==> src/rtl/serial_sub_ctrl_pkg.sv <==
// Shared definitions for the bit-serial subtractor sequencer.
package serial_sub_ctrl_pkg;

  localparam int SSC_DEF_WIDTH = 8;
  localparam int SSC_DEF_CNT_W = 5;

  typedef enum logic [1:0] {
    ST_IDLE = 2'd0,
    ST_RUN  = 2'd1,
    ST_DONE = 2'd2
  } ssc_state_e;

endpackage

==> src/rtl/serial_sub_ctrl_fs_bit.sv <==
// One-bit full subtractor built only from two-input NAND gates.
module serial_sub_ctrl_fs_bit (
  input  logic x,
  input  logic y,
  input  logic bin,
  output logic d,
  output logic bo
);

  logic n1, n2, n3, t, m1, m2, m3;

  // t = x ^ y; n3 = ~(y & ~x) gives the generate term for the borrow
  assign n1 = ~(x & y);
  assign n2 = ~(x & n1);
  assign n3 = ~(y & n1);
  assign t  = ~(n2 & n3);

  // m3 = ~(bin & ~t) gives the propagate term for the borrow
  assign m1 = ~(t & bin);
  assign m2 = ~(t & m1);
  assign m3 = ~(bin & m1);
  assign d  = ~(m2 & m3);

  assign bo = ~(n3 & m3);

endmodule

==> src/rtl/serial_sub_ctrl.sv <==
// Bit-serial unsigned subtractor: one shared full-subtractor cell, LSB first,
// with start/busy/done handshake and borrow/less-than/equal flags.
//
//   state   | meaning
//   --------+-----------------------------------------------------------
//   ST_IDLE | waiting for start; results hold
//   ST_RUN  | one bit per cycle through the shared cell, WIDTH cycles
//   ST_DONE | single cycle, done=1, results already registered
module serial_sub_ctrl
  import serial_sub_ctrl_pkg::*;
#(
  parameter int WIDTH = SSC_DEF_WIDTH,
  parameter int CNT_W = SSC_DEF_CNT_W
) (
  input  logic             clk,
  input  logic             rst,
  input  logic             start,
  input  logic [WIDTH-1:0] a,
  input  logic [WIDTH-1:0] b,
  output logic             busy,
  output logic             done,
  output logic [WIDTH-1:0] diff,
  output logic             bout,
  output logic             lt,
  output logic             eq
);

  localparam logic [CNT_W-1:0] LAST_BIT = CNT_W'(WIDTH - 1);

  ssc_state_e       state_q, state_d;
  logic [CNT_W-1:0] cnt_q, cnt_d;
  logic [WIDTH-1:0] a_sh_q, a_sh_d;
  logic [WIDTH-1:0] b_sh_q, b_sh_d;
  logic [WIDTH-1:0] r_sh_q, r_sh_d;
  logic             borrow_q, borrow_d;
  logic [WIDTH-1:0] diff_q, diff_d;
  logic             bout_q, bout_d;
  logic             lt_q, lt_d;
  logic             eq_q, eq_d;

  logic             cell_d, cell_bo;
  logic [WIDTH-1:0] r_shift;

  serial_sub_ctrl_fs_bit u_cell (
    .x   (a_sh_q[0]),
    .y   (b_sh_q[0]),
    .bin (borrow_q),
    .d   (cell_d),
    .bo  (cell_bo)
  );

  always_comb begin
    state_d  = state_q;
    cnt_d    = cnt_q;
    a_sh_d   = a_sh_q;
    b_sh_d   = b_sh_q;
    r_sh_d   = r_sh_q;
    borrow_d = borrow_q;
    diff_d   = diff_q;
    bout_d   = bout_q;
    lt_d     = lt_q;
    eq_d     = eq_q;

    // Result register with this cycle's bit already inserted at the MSB, so
    // the last RUN cycle can publish the complete difference directly.
    r_shift            = r_sh_q >> 1;
    r_shift[WIDTH-1]   = cell_d;

    unique case (state_q)
      ST_IDLE: begin
        if (start) begin
          a_sh_d   = a;
          b_sh_d   = b;
          r_sh_d   = '0;
          borrow_d = 1'b0;
          cnt_d    = '0;
          state_d  = ST_RUN;
        end
      end
      ST_RUN: begin
        a_sh_d   = a_sh_q >> 1;
        b_sh_d   = b_sh_q >> 1;
        r_sh_d   = r_shift;
        borrow_d = cell_bo;
        cnt_d    = cnt_q + CNT_W'(1);
        if (cnt_q == LAST_BIT) begin
          state_d = ST_DONE;
          diff_d  = r_shift;
          bout_d  = cell_bo;
          lt_d    = cell_bo;
          eq_d    = (r_shift == '0) && !cell_bo;
        end
      end
      ST_DONE: state_d = ST_IDLE;
      default: state_d = ST_IDLE;
    endcase
  end

  always_ff @(posedge clk) begin
    if (rst) begin
      state_q  <= ST_IDLE;
      cnt_q    <= '0;
      a_sh_q   <= '0;
      b_sh_q   <= '0;
      r_sh_q   <= '0;
      borrow_q <= 1'b0;
      diff_q   <= '0;
      bout_q   <= 1'b0;
      lt_q     <= 1'b0;
      eq_q     <= 1'b0;
    end else begin
      state_q  <= state_d;
      cnt_q    <= cnt_d;
      a_sh_q   <= a_sh_d;
      b_sh_q   <= b_sh_d;
      r_sh_q   <= r_sh_d;
      borrow_q <= borrow_d;
      diff_q   <= diff_d;
      bout_q   <= bout_d;
      lt_q     <= lt_d;
      eq_q     <= eq_d;
    end
  end

  assign busy = (state_q != ST_IDLE);
  assign done = (state_q == ST_DONE);
  assign diff = diff_q;
  assign bout = bout_q;
  assign lt   = lt_q;
  assign eq   = eq_q;

endmodule

==> config.mk <==
export PLATFORM = sky130hd
export DESIGN_NAME = serial_sub_ctrl
export DESIGN_NICKNAME = d
export VERILOG_FILES = /design/src/rtl/serial_sub_ctrl_pkg.sv /design/src/rtl/serial_sub_ctrl_fs_bit.sv /design/src/rtl/serial_sub_ctrl.sv
export SDC_FILE = /design/constraint.sdc
export NUM_CORES = 1
export LEC_CHECK = 0
export CAP_MARGIN = 20
export CORE_ASPECT_RATIO = 1.1
export CORE_MARGIN = 5
export CORE_UTILIZATION = 51
export CTS_BUF_LIST = sky130_fd_sc_hd__clkbuf_8 sky130_fd_sc_hd__clkbuf_16
export DETAILED_ROUTE_END_ITERATION = 10
export PLACE_DENSITY = 0.78
export SYNTH_ARGS = -nofsm -noshare
export SYNTH_HDL_FRONTEND = slang
export SYNTH_HIERARCHICAL = 1
export SYNTH_SLANG_ARGS = --single-unit
==> constraint.sdc <==
create_clock -name clk -period 1.8 [get_ports clk]
set_input_delay 0.18 -clock clk [delete_from_list [all_inputs] [get_ports clk]]
set_output_delay 0.18 -clock clk [all_outputs]
set_load 0.05 [all_outputs]
**Word level (Yosys, flattened, before mapping)**

Index checks and enable logic that the tools add are counted.

- Bits in registers: 42
- Input port bits: 19
- Output and inout bits: 13
- Word-level logic and storage cells: 54

- $add $sub $neg: 1
- Equal/unequal tests: 5
- Multiplexer cells: 13
- Bitwise operators: 18
- Reduce and logical (&&, ||, !) cells: 8

Operators by type and width:

| cell | number |
|---|---|
| $pmux 8 s2 | 3 |
| $mux 8 | 3 |
| $pmux 5 s2 | 1 |
| $and 1x1->1 | 9 |
| $not 1->1 | 9 |
| $logic_not 8->1 | 1 |
| $reduce_and 2->1 | 3 |
| $add 5x1->5 const B | 1 |
| $eq 5x3->1 const B | 1 |
| $mux 5 | 1 |
| $mux 2 | 2 |
| $ne 2x2->1 const B | 2 |
| $pmux 2 s2 | 1 |
| $reduce_bool 2->1 | 2 |
| $eq 2x1->1 const B | 1 |
| $eq 2x2->1 const B | 1 |
| $logic_not 2->1 | 1 |
| $pmux 1 s2 | 1 |
| $logic_and 1x1->1 | 1 |
| $mux 1 | 1 |

**Depth between registers and ports, before layout**

- Depth in word-level cells: 14
- Depth in mapped cells: 6

**Cells and area by module**

Netlist, hierarchy kept.

By module, submodules not included:

| module | instances | cells an instance | area each (sq um) | seq. area each (sq um) |
|---|---|---|---|---|
| serial_sub_ctrl | 1 | 170 | 1684.1 | 820.8 |
| serial_sub_ctrl_fs_bit | 1 | 4 | 31.3 | 0.0 |

**Worst setup path before layout**

No wires, ideal clock.

- Path kind: reg2reg
- Start point: register b_sh_q[0]
- End point: register eq_q, in the netlist eq
- Arrival time: 1.368 ns
- Required time: 1.730 ns
- Path slack: 0.362 ns
- Stages on the path, launching flop included: 6
- Path buffers: 0
- Period minus slack after synthesis: 1.438 ns
- Cell sequence: dfxtp_1 > inv_1 > fa_1 > nor4b_1 > nand4_1 > a21oi_1

- Cells in the longest elaborated chain, start to end: 14
- Elaborated cells between the ends (all ways): 19
- Classes of those cells: 17 x bitwise; 2 x reduce/logical

Ends and longest elaborated chain:

| item | line | source |
|---|---|---|
| from (decl) | serial_sub_ctrl.sv:33 | `logic [WIDTH-1:0] b_sh_q, b_sh_d;` |
| from (signal assigned) | serial_sub_ctrl.sv:115 | `b_sh_q <= b_sh_d;` |
| $and 1x1->1 | serial_sub_ctrl_fs_bit.sv:13 | `assign n1 = ~(x & y);` |
| $not 1->1 | serial_sub_ctrl_fs_bit.sv:13 |  |
| $and 1x1->1, on equally long branches | serial_sub_ctrl_fs_bit.sv:14, serial_sub_ctrl_fs_bit.sv:15 |  |
| $not 1->1, on equally long branches | serial_sub_ctrl_fs_bit.sv:14, serial_sub_ctrl_fs_bit.sv:15 |  |
| $and 1x1->1 (*) | serial_sub_ctrl_fs_bit.sv:16 | `assign t = ~(n2 & n3);` |
| $not 1->1 (*) | serial_sub_ctrl_fs_bit.sv:16 |  |
| $and 1x1->1 | serial_sub_ctrl_fs_bit.sv:19 | `assign m1 = ~(t & bin);` |
| $not 1->1 | serial_sub_ctrl_fs_bit.sv:19 |  |
| $and 1x1->1, on equally long branches | serial_sub_ctrl_fs_bit.sv:20, serial_sub_ctrl_fs_bit.sv:21 |  |
| $not 1->1, on equally long branches | serial_sub_ctrl_fs_bit.sv:20, serial_sub_ctrl_fs_bit.sv:21 |  |
| $and 1x1->1 (*) | serial_sub_ctrl_fs_bit.sv:22 | `assign d = ~(m2 & m3);` |
| $not 1->1 (*) | serial_sub_ctrl_fs_bit.sv:22 |  |
| net cell_d | serial_sub_ctrl.sv:41 | `logic cell_d, cell_bo;` |
| $logic_not 8->1 (*) | serial_sub_ctrl.sv:91 | `eq_d = (r_shift == '0) && !cell_bo;` |
| $logic_and 1x1->1 (*) | serial_sub_ctrl.sv:91 |  |
| to (signal assigned) | serial_sub_ctrl.sv:121 | `eq_q <= eq_d;` |
| to (decl) | serial_sub_ctrl.sv:39 | `logic eq_q, eq_d;` |

Mark *: on every way through the listed nets, which the timed path passes. The rest lies on a longest branch.
A chain may end at the register's enable or synchronous reset.

**Worst setup path after layout**

- Start point: register state_q[1]
- End point: output port done

- Cells in the longest elaborated chain, start to end: 1

Ends and longest elaborated chain:

| item | line | source |
|---|---|---|
| from (decl) | serial_sub_ctrl.sv:30 | `ssc_state_e state_q, state_d;` |
| from (signal assigned) | serial_sub_ctrl.sv:112 | `state_q <= state_d;` |
| $eq 2x2->1 | serial_sub_ctrl.sv:126 | `assign done = (state_q == ST_DONE);` |
| to (decl) | serial_sub_ctrl.sv:21 | `output logic done,` |

No other way between the ends.

==> impl_metrics.csv <==
group,metric,value,unit
synthesis,syn-cell-area,1720,µm²
synthesis,ys_seq_area_share,47.8,%
place,gp_congestion,0.767,
worst_setup_path,worstSetupPathType,"reg -> out",
floorplan,core.rowCount,22,
worst_setup_path,path_buf_inv,2,
drt,post_drt_via_cell_ratio,5.86,
drt,detailedRoute.firstPassIterationCount,4,
synthesis,synthCells,174,
drt,drc_errors,0,
power_and_ir_drop,ir_drop,0.000630,V
synthesis,top_post_synthesis_cells_by_area,"sky130_fd_sc_hd__dfxtp_1, sky130_fd_sc_hd__a22o_1, sky130_fd_sc_hd__o2bb2ai_1, sky130_fd_sc_hd__o21ai_0, sky130_fd_sc_hd__a21oi_1",
sta,max_slew_margin,54.9,%
clock_network,cts_hold_repair.buffers,0,
floorplan,io_pins,32,
synthesis,syn-mean-instance-area,9.86,µm²
synthesis,dominantRegCellSynth,"sky130_fd_sc_hd__dfxtp_1",
worst_setup_path,setup.reg_to_reg.worst_slack,0.23,ns
synthesis,ys_seq_elements,41,
synthesis,synth_top_area_share,47.8,%
sta,final.setup_skew,0.00897,ns
power_and_ir_drop,static-leakage-power,0.801,nW
worst_setup_path,setup.worst_path.end_class,"primary output",
outcome,run_status,"completed",
synthesis,synth_edf_count,0,
synthesis,yosys.cell_types.count,36,
synthesis,netlist.top_cell.by_area,"sky130_fd_sc_hd__dfxtp_1",
drt,wire_length_per_cell_after_detailed_routing,15.0,µm
floorplan,die_w,65.3,µm
floorplan,floorplan.initialDensity,51.9,%
layout,nets,227,
layout,layout_commonest_cell,"sky130_fd_sc_hd__dfxtp_1",
power_and_ir_drop,power_per_cell_area,891,nW/µm²
clock_network,tritoncts_num_sinks,41,
layout,n_antenna_cell,0,
floorplan,dieHeight,70.8,µm
worst_setup_path,critPathMaxStageDelay,0.53,ns
flow_run,cap_violations,0,
clock_network,clkLatencyLatePin,0.29,ns
grt,track_usage,17.5,%
place,dp_hpwl,2720,µm
grt,grt_pass1_wl,6310,µm
clock_network,htreeDepth,2,
drt,post_drt_antenna_nets,0,
layout,count_of_filler_cells_inserted_in_the_layout,286,
drt,initialDrtViolationCount,82,
grt,grt_start_max_net_pins,18,
clock_network,cts.path.max_buffers,2,
clock_network,cts_tree,"built",
sta,slew_viol_final,0,
clock_network,cts.clk_slew.worst_paths,0.08,ns
sta,grt_setup_unrepaired,"false",
worst_setup_path,worst-path-max-fanout,9,
sta,tns,0,ns
worst_setup_path,r2r_depth,5,
sta,timing.final.crit_period,1.63,ns
clock_network,cts_post_setup_buffers_inserted,0,
grt,antenna_found_initial,0,
worst_hold_path,hold_path_depth,3,
sta,tightestPinTransition,0.675,ns
worst_setup_path,startpoint_type,"flop",
clock_network,clk_root_buffer_cell,"sky130_fd_sc_hd__clkbuf_8",
worst_setup_path,critical_path_cell_count,3,
synthesis,syn_nets,195,
synthesis,synth-async-reset-ratio,0,%
sta,timing_hold_violations_final,0,
worst_setup_path,timing.critical_path.max_delay_family,"flip-flops",
sta,timing.fmax,0.614,GHz
floorplan,floorplan.core_area,3300,µm²
clock_network,cts_resized,0,
synthesis,yosysWarnings,6,
place,buffer_ports.inserted,31,
worst_setup_path,critical_path_arrival,1.45,ns
drt,total_wirelength_of_the_detailed_routed_design,3640,µm
worst_hold_path,hp-class,"in -> reg",
floorplan,die_area,4620,µm²
clock_network,cts_made_buffers,5,
grt,global_route.overflow_total,0,
layout,area.growth.synth_to_final,26.0,%
drt,vias,1418,
worst_setup_path,worstPathCellList,"inv_1 -> nor2_1 -> buf_12",
layout,drive_above_1_share,9.71,%
sta,timing.final.crit_share,90.4,%
worst_setup_path,critical-path-slowest-cell,"sky130_fd_sc_hd__dfxtp_1",
grt,first_global_vias,1326,
layout,layout_common_cells,"sky130_fd_sc_hd__dfxtp_1, sky130_fd_sc_hd__clkdlybuf4s50_1, sky130_fd_sc_hd__a22o_1, sky130_fd_sc_hd__o21ai_0",
layout,fin_area,2160,µm²
worst_setup_path,critical_path_required,1.62,ns
place,postPlaceCellArea,2060,µm²
sta,setup_viol_count_final,0,
## sequential cells by signal, indices dropped and copies added (netlist names), 2 cells and up
name / count
state_q: 2
a_sh_q: 8
diff: 8
cnt_q: 5
r_sh_q: 7
b_sh_q: 8
## cells in the mapped netlist, types with 4 or more instances
master and instances:
sky130_fd_sc_hd__dfxtp_1 41, sky130_fd_sc_hd__a22o_1 13, sky130_fd_sc_hd__o21ai_0 12, sky130_fd_sc_hd__a21oi_1 11, sky130_fd_sc_hd__nor2_1 11, sky130_fd_sc_hd__nand3_1 9
sky130_fd_sc_hd__o2bb2ai_1 7, sky130_fd_sc_hd__a211oi_1 6, sky130_fd_sc_hd__buf_2 6, sky130_fd_sc_hd__a22oi_1 5, sky130_fd_sc_hd__inv_1 5, sky130_fd_sc_hd__o22ai_1 5
sky130_fd_sc_hd__buf_4 4, sky130_fd_sc_hd__nor3_1 4
## routing by layer
metal	vias to the layer above	GRT usage, %	wire (µm)
li1	709	-	-
met1	668	22.7	1710
met2	36	27.1	1700
met3	5	4.76	174
met4	0	7.60	51
met5	-	0	0
## cell type report
type / instances / area, µm² / area share (%)
clock buffers: 5 / 68.8 / 3.18
clock inverters: 2 / 35.0 / 1.62
inverters: 5 / 18.8 / 0.869
multi-input cells: 115 / 790 / 36.5
flip-flops and latches: 41 / 821 / 38.0
well taps: 36 / 45.0 / 2.08
repair buffers: 38 / 383 / 17.7
## power by group
part,switching (mW),internal [mW],leakage (nW)
logic,0.132,0.123,0.413
clock network,0.290,0.403,0.0540
registers,0.0292,0.948,0.334
total,0.452,1.47,0.801
## worst paths after layout
check,from,endpoint
hold reg to reg,diff[3],diff[3]
setup / recovery,state_q[1],done
setup reg to reg,b_sh_q[0],eq
hold / removal,a[0],a_sh_q[0]
## cells by family after synthesis
family | Yosys count | share of synthesized area, %
fa+ha+maj | 2 | 1.90
mux | 1 | 0.584
flops | 41 | 47.8
simple gates | 47 | 16.6
buf+inv | 18 | 6.13
compound gates | 65 | 27.0
## stage by stage
step	cells	utilization [%]	hold slack [ns]	total power [mW]	setup WS, ns
global route	242	65.4	0.460	2.01	0.0440
detailed placement	235	62.3	0.461	1.25	0.150
finish	242	65.4	0.449	1.93	0.172
global placement	235	62.3	0.447	1.24	0.178
CTS	242	65.4	0.437	1.94	0.151
floorplan	174	-	0.289	1.16	0.362
## worst min-delay path, cell delays in order
cell	delay, ns
sky130_fd_sc_hd__clkdlybuf4s50_1	0.39
sky130_fd_sc_hd__nand2_1	0.05
sky130_fd_sc_hd__o21ai_0	0.06
Power figures use the tool's default switching activity.
